==> src/rtl/mcip_pkg.sv <==
// -----------------------------------------------------------------------------
// mcip_pkg
// Shared definitions for the multi-channel capture IP.
//   - Default parameter values for the top module.
//   - clog2 helper, usable in constant expressions.
//   - chan_id_t: channel identifier type for the default channel count.
// -----------------------------------------------------------------------------
package mcip_pkg;

    localparam int N_CH_DEF      = 4;
    localparam int DATA_W_DEF    = 8;
    localparam int DEPTH_DEF     = 4;
    localparam int BURST_LEN_DEF = 2;

    // Ceiling log2; clog2(1) = 0.
    function automatic int clog2(input int value);
        int r;
        r = 0;
        while ((1 << r) < value) begin
            r = r + 1;
        end
        return r;
    endfunction

    localparam int CH_W_DEF = clog2(N_CH_DEF);

    typedef logic [CH_W_DEF-1:0] chan_id_t;

endpackage

==> src/rtl/mcip_chan_fifo.sv <==
// -----------------------------------------------------------------------------
// mcip_chan_fifo
// Single-clock per-channel FIFO. Pointers carry one extra wrap bit so that
// full and empty are distinguished without a separate occupancy counter.
// A push while full or a pop while empty is ignored. Push and pop in the same
// cycle both take effect.
//
// Ports
//   clk      in   rising-edge clock
//   rst_n    in   async active-low reset (empties the FIFO)
//   i_push   in   write i_din this cycle (ignored when full)
//   i_din    in   DATA_W write data
//   i_pop    in   advance read pointer this cycle (ignored when empty)
//   o_dout   out  DATA_W head-of-queue data (combinational read)
//   o_full   out  FIFO holds DEPTH entries
//   o_empty  out  FIFO holds no entries
// -----------------------------------------------------------------------------
module mcip_chan_fifo
    import mcip_pkg::*;
#(
    parameter int DATA_W = DATA_W_DEF,
    parameter int DEPTH  = DEPTH_DEF
) (
    input  logic              clk,
    input  logic              rst_n,
    input  logic              i_push,
    input  logic [DATA_W-1:0] i_din,
    input  logic              i_pop,
    output logic [DATA_W-1:0] o_dout,
    output logic              o_full,
    output logic              o_empty
);

    localparam int AW = clog2(DEPTH);

    logic [DATA_W-1:0] r_mem [DEPTH];
    logic [AW:0]       r_wr_ptr;
    logic [AW:0]       r_rd_ptr;
    logic              w_do_push;
    logic              w_do_pop;

    assign o_empty   = (r_wr_ptr == r_rd_ptr);
    assign o_full    = (r_wr_ptr[AW] != r_rd_ptr[AW]) &&
                       (r_wr_ptr[AW-1:0] == r_rd_ptr[AW-1:0]);
    assign w_do_push = i_push & ~o_full;
    assign w_do_pop  = i_pop  & ~o_empty;
    assign o_dout    = r_mem[r_rd_ptr[AW-1:0]];

    always_ff @(posedge clk or negedge rst_n) begin
        if (!rst_n) begin
            r_wr_ptr <= '0;
            r_rd_ptr <= '0;
        end else begin
            if (w_do_push) begin
                r_wr_ptr <= r_wr_ptr + 1'b1;
            end
            if (w_do_pop) begin
                r_rd_ptr <= r_rd_ptr + 1'b1;
            end
        end
    end

    // Storage is not reset: the pointers alone define which entries are valid.
    always_ff @(posedge clk) begin
        if (w_do_push) begin
            r_mem[r_wr_ptr[AW-1:0]] <= i_din;
        end
    end

endmodule

==> src/rtl/multi_channel_capture_ip.sv <==
// -----------------------------------------------------------------------------
// multi_channel_capture_ip
// Merges N_CH valid/ready input streams into one registered output stream
// tagged with the source channel. Each channel is buffered by its own FIFO;
// a round-robin arbiter with burst-hold picks the source for the output
// register. A sticky flag reports any channel that withdraws valid while it
// was being back-pressured.
//
// Optional feature: define MCIP_PARITY_EN to add out_parity, an even-parity
// bit over {out_chan, out_data} registered together with the data.
//
// Ports
//   clk          in   rising-edge clock
//   rst_n        in   async active-low reset
//   in_data      in   N_CH*DATA_W, channel c at [c*DATA_W +: DATA_W]
//   in_valid     in   N_CH per-channel valid
//   in_ready     out  N_CH per-channel ready (FIFO not full)
//   out_data     out  DATA_W registered output data
//   out_chan     out  CH_W source channel of out_data
//   out_valid    out  registered output valid
//   out_ready    in   downstream ready
//   err_clear    in   synchronous clear of test_output
//   test_output  out  sticky protocol-error flag
//   out_parity   out  (MCIP_PARITY_EN only) ^{out_chan, out_data}
// -----------------------------------------------------------------------------
module multi_channel_capture_ip
    import mcip_pkg::*;
#(
    parameter int N_CH      = N_CH_DEF,
    parameter int DATA_W    = DATA_W_DEF,
    parameter int DEPTH     = DEPTH_DEF,
    parameter int BURST_LEN = BURST_LEN_DEF,
    localparam int CH_W     = (N_CH > 1) ? clog2(N_CH) : 1
) (
    input  logic                   clk,
    input  logic                   rst_n,
    input  logic [N_CH*DATA_W-1:0] in_data,
    input  logic [N_CH-1:0]        in_valid,
    output logic [N_CH-1:0]        in_ready,
    output logic [DATA_W-1:0]      out_data,
    output logic [CH_W-1:0]        out_chan,
    output logic                   out_valid,
    input  logic                   out_ready,
`ifdef MCIP_PARITY_EN
    output logic                   out_parity,
`endif
    input  logic                   err_clear,
    output logic                   test_output
);

    localparam int BW = clog2(BURST_LEN + 1);
    localparam logic [BW-1:0] BURST_MAX = BW'(BURST_LEN);

    logic [N_CH-1:0]   w_full;
    logic [N_CH-1:0]   w_empty;
    logic [N_CH-1:0]   w_push;
    logic [N_CH-1:0]   w_pop;
    logic [DATA_W-1:0] w_dout [N_CH];

    logic [CH_W-1:0]   w_grant;
    logic              w_any;
    logic              w_load;
    logic              w_err_set;

    logic [CH_W-1:0]   r_rr;
    logic [BW-1:0]     r_burst;
    logic              r_out_valid;
    logic [DATA_W-1:0] r_out_data;
    logic [CH_W-1:0]   r_out_chan;
    logic              r_err;
    logic [N_CH-1:0]   r_stall_prev;

    // ---------------------------------------------------------------- FIFOs
    genvar c;
    generate
        for (c = 0; c < N_CH; c++) begin : g_chan
            assign w_push[c] = in_valid[c] & ~w_full[c];

            mcip_chan_fifo #(
                .DATA_W (DATA_W),
                .DEPTH  (DEPTH)
            ) u_fifo (
                .clk     (clk),
                .rst_n   (rst_n),
                .i_push  (w_push[c]),
                .i_din   (in_data[c*DATA_W +: DATA_W]),
                .i_pop   (w_pop[c]),
                .o_dout  (w_dout[c]),
                .o_full  (w_full[c]),
                .o_empty (w_empty[c])
            );
        end
    endgenerate

    // Ready is purely a function of FIFO occupancy, never of in_valid.
    assign in_ready = ~w_full;

    // ------------------------------------------------------------- Arbiter
    // r_burst == 0 only after reset and means "no previous grant", so the
    // hold rule cannot lock onto the reset value of r_rr; ch0 wins first.
    always_comb begin
        int              j;
        logic [CH_W-1:0] idx;
        logic            found;
        w_grant = r_rr;
        w_any   = |(~w_empty);
        found   = 1'b0;
        j       = 0;
        idx     = '0;
        if ((r_burst != '0) && (r_burst < BURST_MAX) && !w_empty[r_rr]) begin
            w_grant = r_rr;
        end else begin
            // Scan starts just after the pointer; the pointer itself is
            // visited last so a lone busy channel keeps being served.
            for (int i = 1; i <= N_CH; i++) begin
                j = int'(r_rr) + i;
                if (j >= N_CH) begin
                    j = j - N_CH;
                end
                idx = CH_W'(j);
                if (!found && !w_empty[idx]) begin
                    found   = 1'b1;
                    w_grant = idx;
                end
            end
        end
    end

    assign w_load = (~r_out_valid | out_ready) & w_any;
    assign w_pop  = w_load ? (N_CH'(1) << w_grant) : '0;

    always_ff @(posedge clk or negedge rst_n) begin
        if (!rst_n) begin
            r_rr    <= CH_W'(N_CH - 1);
            r_burst <= '0;
        end else if (w_load) begin
            r_rr <= w_grant;
            if ((w_grant == r_rr) && (r_burst != '0)) begin
                // Saturate: beyond BURST_LEN the channel is only re-served
                // through the rotation scan when nobody else is waiting.
                if (r_burst < BURST_MAX) begin
                    r_burst <= r_burst + 1'b1;
                end
            end else begin
                r_burst <= BW'(1);
            end
        end
    end

    // ------------------------------------------------------ Output register
    always_ff @(posedge clk or negedge rst_n) begin
        if (!rst_n) begin
            r_out_valid <= 1'b0;
            r_out_data  <= '0;
            r_out_chan  <= '0;
        end else if (w_load) begin
            r_out_valid <= 1'b1;
            r_out_data  <= w_dout[w_grant];
            r_out_chan  <= w_grant;
        end else if (out_ready) begin
            r_out_valid <= 1'b0;
        end
    end

    assign out_valid = r_out_valid;
    assign out_data  = r_out_data;
    assign out_chan  = r_out_chan;

`ifdef MCIP_PARITY_EN
    logic r_out_parity;

    always_ff @(posedge clk or negedge rst_n) begin
        if (!rst_n) begin
            r_out_parity <= 1'b0;
        end else if (w_load) begin
            r_out_parity <= ^{w_grant, w_dout[w_grant]};
        end
    end

    assign out_parity = r_out_parity;
`endif

    // ---------------------------------------------------------- Error flag
    // A channel stalled last cycle (valid & !ready) that drops valid now has
    // withdrawn a beat. Setting wins over a simultaneous clear.
    assign w_err_set = |(r_stall_prev & ~in_valid);

    always_ff @(posedge clk or negedge rst_n) begin
        if (!rst_n) begin
            r_stall_prev <= '0;
            r_err        <= 1'b0;
        end else begin
            r_stall_prev <= in_valid & w_full;
            if (w_err_set) begin
                r_err <= 1'b1;
            end else if (err_clear) begin
                r_err <= 1'b0;
            end
        end
    end

    assign test_output = r_err;

endmodule

==> config.mk <==
export PLATFORM = sky130hd
export DESIGN_NAME = multi_channel_capture_ip
export DESIGN_NICKNAME = d
export VERILOG_FILES = /design/src/rtl/mcip_pkg.sv /design/src/rtl/mcip_chan_fifo.sv /design/src/rtl/multi_channel_capture_ip.sv
export SDC_FILE = /design/constraint.sdc
export NUM_CORES = 1
export LEC_CHECK = 0
export CAP_MARGIN = 10
export CORE_UTILIZATION = 58
export CTS_BUF_LIST = sky130_fd_sc_hd__clkbuf_16
export CTS_CLUSTER_DIAMETER = 50
export CTS_CLUSTER_SIZE = 40
export DETAILED_ROUTE_END_ITERATION = 16
export GPL_TIMING_DRIVEN = 0
export PLACE_DENSITY = 0.89
export SYNTH_ARGS = -nofsm -noshare
export SYNTH_HDL_FRONTEND = slang
export SYNTH_SLANG_ARGS = --single-unit
==> constraint.sdc <==
create_clock -name clk -period 3.5 [get_ports clk]
set_clock_uncertainty 0.2 [all_clocks]
set_input_delay 1.05 -clock clk [delete_from_list [all_inputs] [get_ports clk]]
set_output_delay 1.05 -clock clk [all_outputs]
set_load 0.05 [all_outputs]
==> impl_metrics.env <==
export IMPL_ys_flop_type="edfxtp_1"
export IMPL_placed_cell_area_um2=8376
export IMPL_worstPathArrival_ns=2.10
export IMPL_whs_ns=0.2633
export IMPL_post_route_period_util_pct=95.62
export IMPL_portBuffers=55
export IMPL_maxSlewViolCount=0
export IMPL_cts_clk_slew_worst_paths_ns=0.06
export IMPL_overflow=0
export IMPL_hp_class="register to register"
export IMPL_num_rows=41
export IMPL_stdcell_area_um2=8945
export IMPL_synth_top_family_by_area="multiplexers"
export IMPL_drive_above_1_share_pct=21.44
export IMPL_cts_made_buffers=17
export IMPL_clk_latency_ns=0.43
export IMPL_post_cts_buffers=0
export IMPL_power_density_nw_per_um2=1040
export IMPL_pwr_share_clk_pct=19.6
export IMPL_fill_cells=778
export IMPL_die_height_um=116.4
export IMPL_timing_fmax_mhz=298.8
export IMPL_rsz0062_at_grt="no"
export IMPL_grt_pass1_wl_um=23320
export IMPL_worstPathRequired_ns=2.25
export IMPL_synth_ff_latch_count=172
export IMPL_ctsResizeCount=4
export IMPL_fin_cells=699
export IMPL_max_slew_margin_pct=56.13
export IMPL_dp_hpwl_um=10040
export IMPL_r2r_setup_slack_ns=0.19
export IMPL_power_switching_uw=3548
export IMPL_synth_compound_area_share_pct=4.040
export IMPL_cp_start_kind="register"
export IMPL_worst_setup_path_type="register to output pin"
export IMPL_totalWireLength_um=15050
export IMPL_initial_core_util_pct=59.88
export IMPL_yosysWarnings=0
export IMPL_cts_buffer_depth=2
export IMPL_synth_top_area_share_pct=50.66
export IMPL_grt_pass1_vias=4380
export IMPL_via_per_inst=5.880
export IMPL_regArea_um2=4947
export IMPL_firstDrtPassIters=5
export IMPL_syn_nets=501
export IMPL_drtIter0Drc=380
export IMPL_synth_edff_count=128
export IMPL_p_leak_uw=0.003284
export IMPL_coreArea_um2=12670
export IMPL_synth_cells=439
export IMPL_multi_input_area_um2=2446
export IMPL_fin_crit_ns=3.347
export IMPL_gp_congestion=0.8554
export IMPL_postRouteAntennaNets=0
export IMPL_clockRootBuffer="clkbuf_16"
export IMPL_antenna_found_initial=0
export IMPL_diodes=0
export IMPL_synthArstFlopShare_pct=25.58
export IMPL_ys_seq_area_share_pct=65.20
export IMPL_drv_cap=0
export IMPL_pwr_share_seq_pct=34.1
export IMPL_dieArea_um2=13540
export IMPL_syn_to_final_growth_pct=17.89
export IMPL_wl_per_cell_um=21.52
export IMPL_grt_max_degree=24
export IMPL_setup_viol=0
export IMPL_cp_max_fo=10
export IMPL_clock_sinks=172
export IMPL_htreeDepth=4
export IMPL_yosys_area_share_simple_pct=6.877
export IMPL_power_frac_comb_pct=46.3
export IMPL_pin_count=56
export IMPL_place_inst=667
export IMPL_worst_slew_pin_slew_ns=0.6549
export IMPL_ir_worst_vdd_v=0.0006213
export IMPL_synth_cell_type_count=53
export IMPL_outcome="completed"
export IMPL_hold_buffers=0
export IMPL_syn_area_um2=7587
export IMPL_final_nets=576
export IMPL_total_power_uw=9300
export IMPL_cts_tree="done"
export IMPL_route_detailed_drc=0
export IMPL_die_x_um=116.4
export IMPL_syn_area_per_cell_um2=17.28
export IMPL_p_int_uw=5752
export IMPL_synth_area_mux_share_pct=13.29
export IMPL_yosys_area_top_type="edfxtp_1"
export IMPL_synthXorXnorAreaFrac_pct=4.403
export IMPL_vias=4110
export IMPL_cp_end_kind="output pin"
export IMPL_synth_fa_ha_area_share_pct=3.628
export IMPL_netlist_top_cells_area="edfxtp_1 51%, dfrtp_1 14%, mux4_2 9.8%"
export IMPL_final_setup_tns_ns=0
export IMPL_grt_use_total_pct=24.54
export IMPL_p_sw_share_pct=38.15
export IMPL_finalHoldViolCount=0
-- cells in the final DEF (no fill, tap or decap), types with 3 or more instances in the layout --
master	count
a221o_1	8
clkbuf_16	17
o21ai_0	5
ha_1	22
xnor2_1	11
a21oi_1	9
clkdlybuf4s50_1	50
xor2_2	5
mux2_4	8
clkinv_2	3
clkinv_4	4
mux4_2	33
nor4_1	3
nand4_1	4
nand2_1	11
xor2_1	16
nor2_1	16
and2_1	19
a31oi_1	5
clkbuf_1	3
nor3_2	4
buf_6	6
clkinv_1	3
dlygate4sd2_1	4
or3_1	3
edfxtp_1	128
buf_2	6
mux2_1	7
inv_1	16
nor2b_1	9
mux2_2	5
dfrtp_1	42
-- metal layers --
layer / vias to the layer above / GRT usage, % / share of wire (%) / routed length, µm
li1: 1820 / - / - / -
met1: 2129 / 30.67 / 40 / 6051
met2: 129 / 40.99 / 52 / 7850
met3: 32 / 5.241 / 4.4 / 655
met4: 0 / 12.14 / 3.2 / 488
met5: - / 0 / 0 / 0
-- worst max-delay path, cell delays in order (launching register included) --
cell and delay (ns):
dfrtp_1 0.38, buf_4 0.19, xor2_1 0.34, nor2_1 0.10, nand2_1 0.11, dlygate4sd2_1 0.54
-- path summary, 6_finish.rpt --
path                                                 to  cells after the start                         start
min reg2reg                                 test_output                      2               r_stall_prev[3]
max in group asynchronous                   out_data[2]                      2                         rst_n
min                                         test_output                      2               r_stall_prev[3]
min in group asynchronous                   out_chan[0]                      1                         rst_n
max                                         in_ready[0]                      5  g_chan[0].u_fifo.r_rd_ptr[1]
max reg2reg                g_chan[3].u_fifo.r_rd_ptr[1]                     10  g_chan[1].u_fifo.r_rd_ptr[1]
-- logic make-up after synthesis --
logic type	count (synthesis)
xor gates and xnor gates	33
AOI/OAI and AO/OA	40
buffers and inverters	33
adders and majority gates	22
and+or+nand+nor	85
muxes	54
DFF	172
-- cell usage after synthesis (all sizes together) (11+ instances only) --
master	number
mux2	20
nand2	11
buf	14
dfrtp	42
nor2	16
xnor2	12
inv	16
mux4	33
and2	19
xor2	21
ha	22
edfxtp	128
-- power by group through the flow --
stage	sequential (µW)	clock, µW	combinational, µW
2_1_floorplan	3300	0	3000
3_3_place_gp	3150	0	4080
3_5_place_dp	3200	0	4250
4_1_cts	3170	1830	4300
5_1_grt	3220	1920	4590
6_report	3170	1820	4300
-- flip-flops by register name (all words and copies together) (netlist names) --
signal	cells
r_rr	2
test_output	1
r_stall_prev	4
g_chan.u_fifo.r_mem	128
g_chan.u_fifo.r_rd_ptr	12
out_chan	2
g_chan.u_fifo.r_wr_ptr	12
out_valid	1
r_burst	2
out_data	8
-- layout make-up --
cell class	count	area share, %
flip-flops and latches	172	55.31
plain buffers	17	1.497
multi-input cells	234	27.35
clock buffers	17	4.756
well taps	172	2.406
repair buffers	56	6.351
inverters	16	0.6714
clock inverters	15	1.665
-- stage by stage --
step,worst slack (ns),util [%]
6_report,0.1535,70.59
5_1_grt,0.01764,70.59
4_1_cts,0.1337,70.59
3_5_place_dp,0.1931,66.10
3_3_place_gp,0.03400,65.92
2_1_floorplan,0.5969,-
Power figures use the tool's default switching activity.
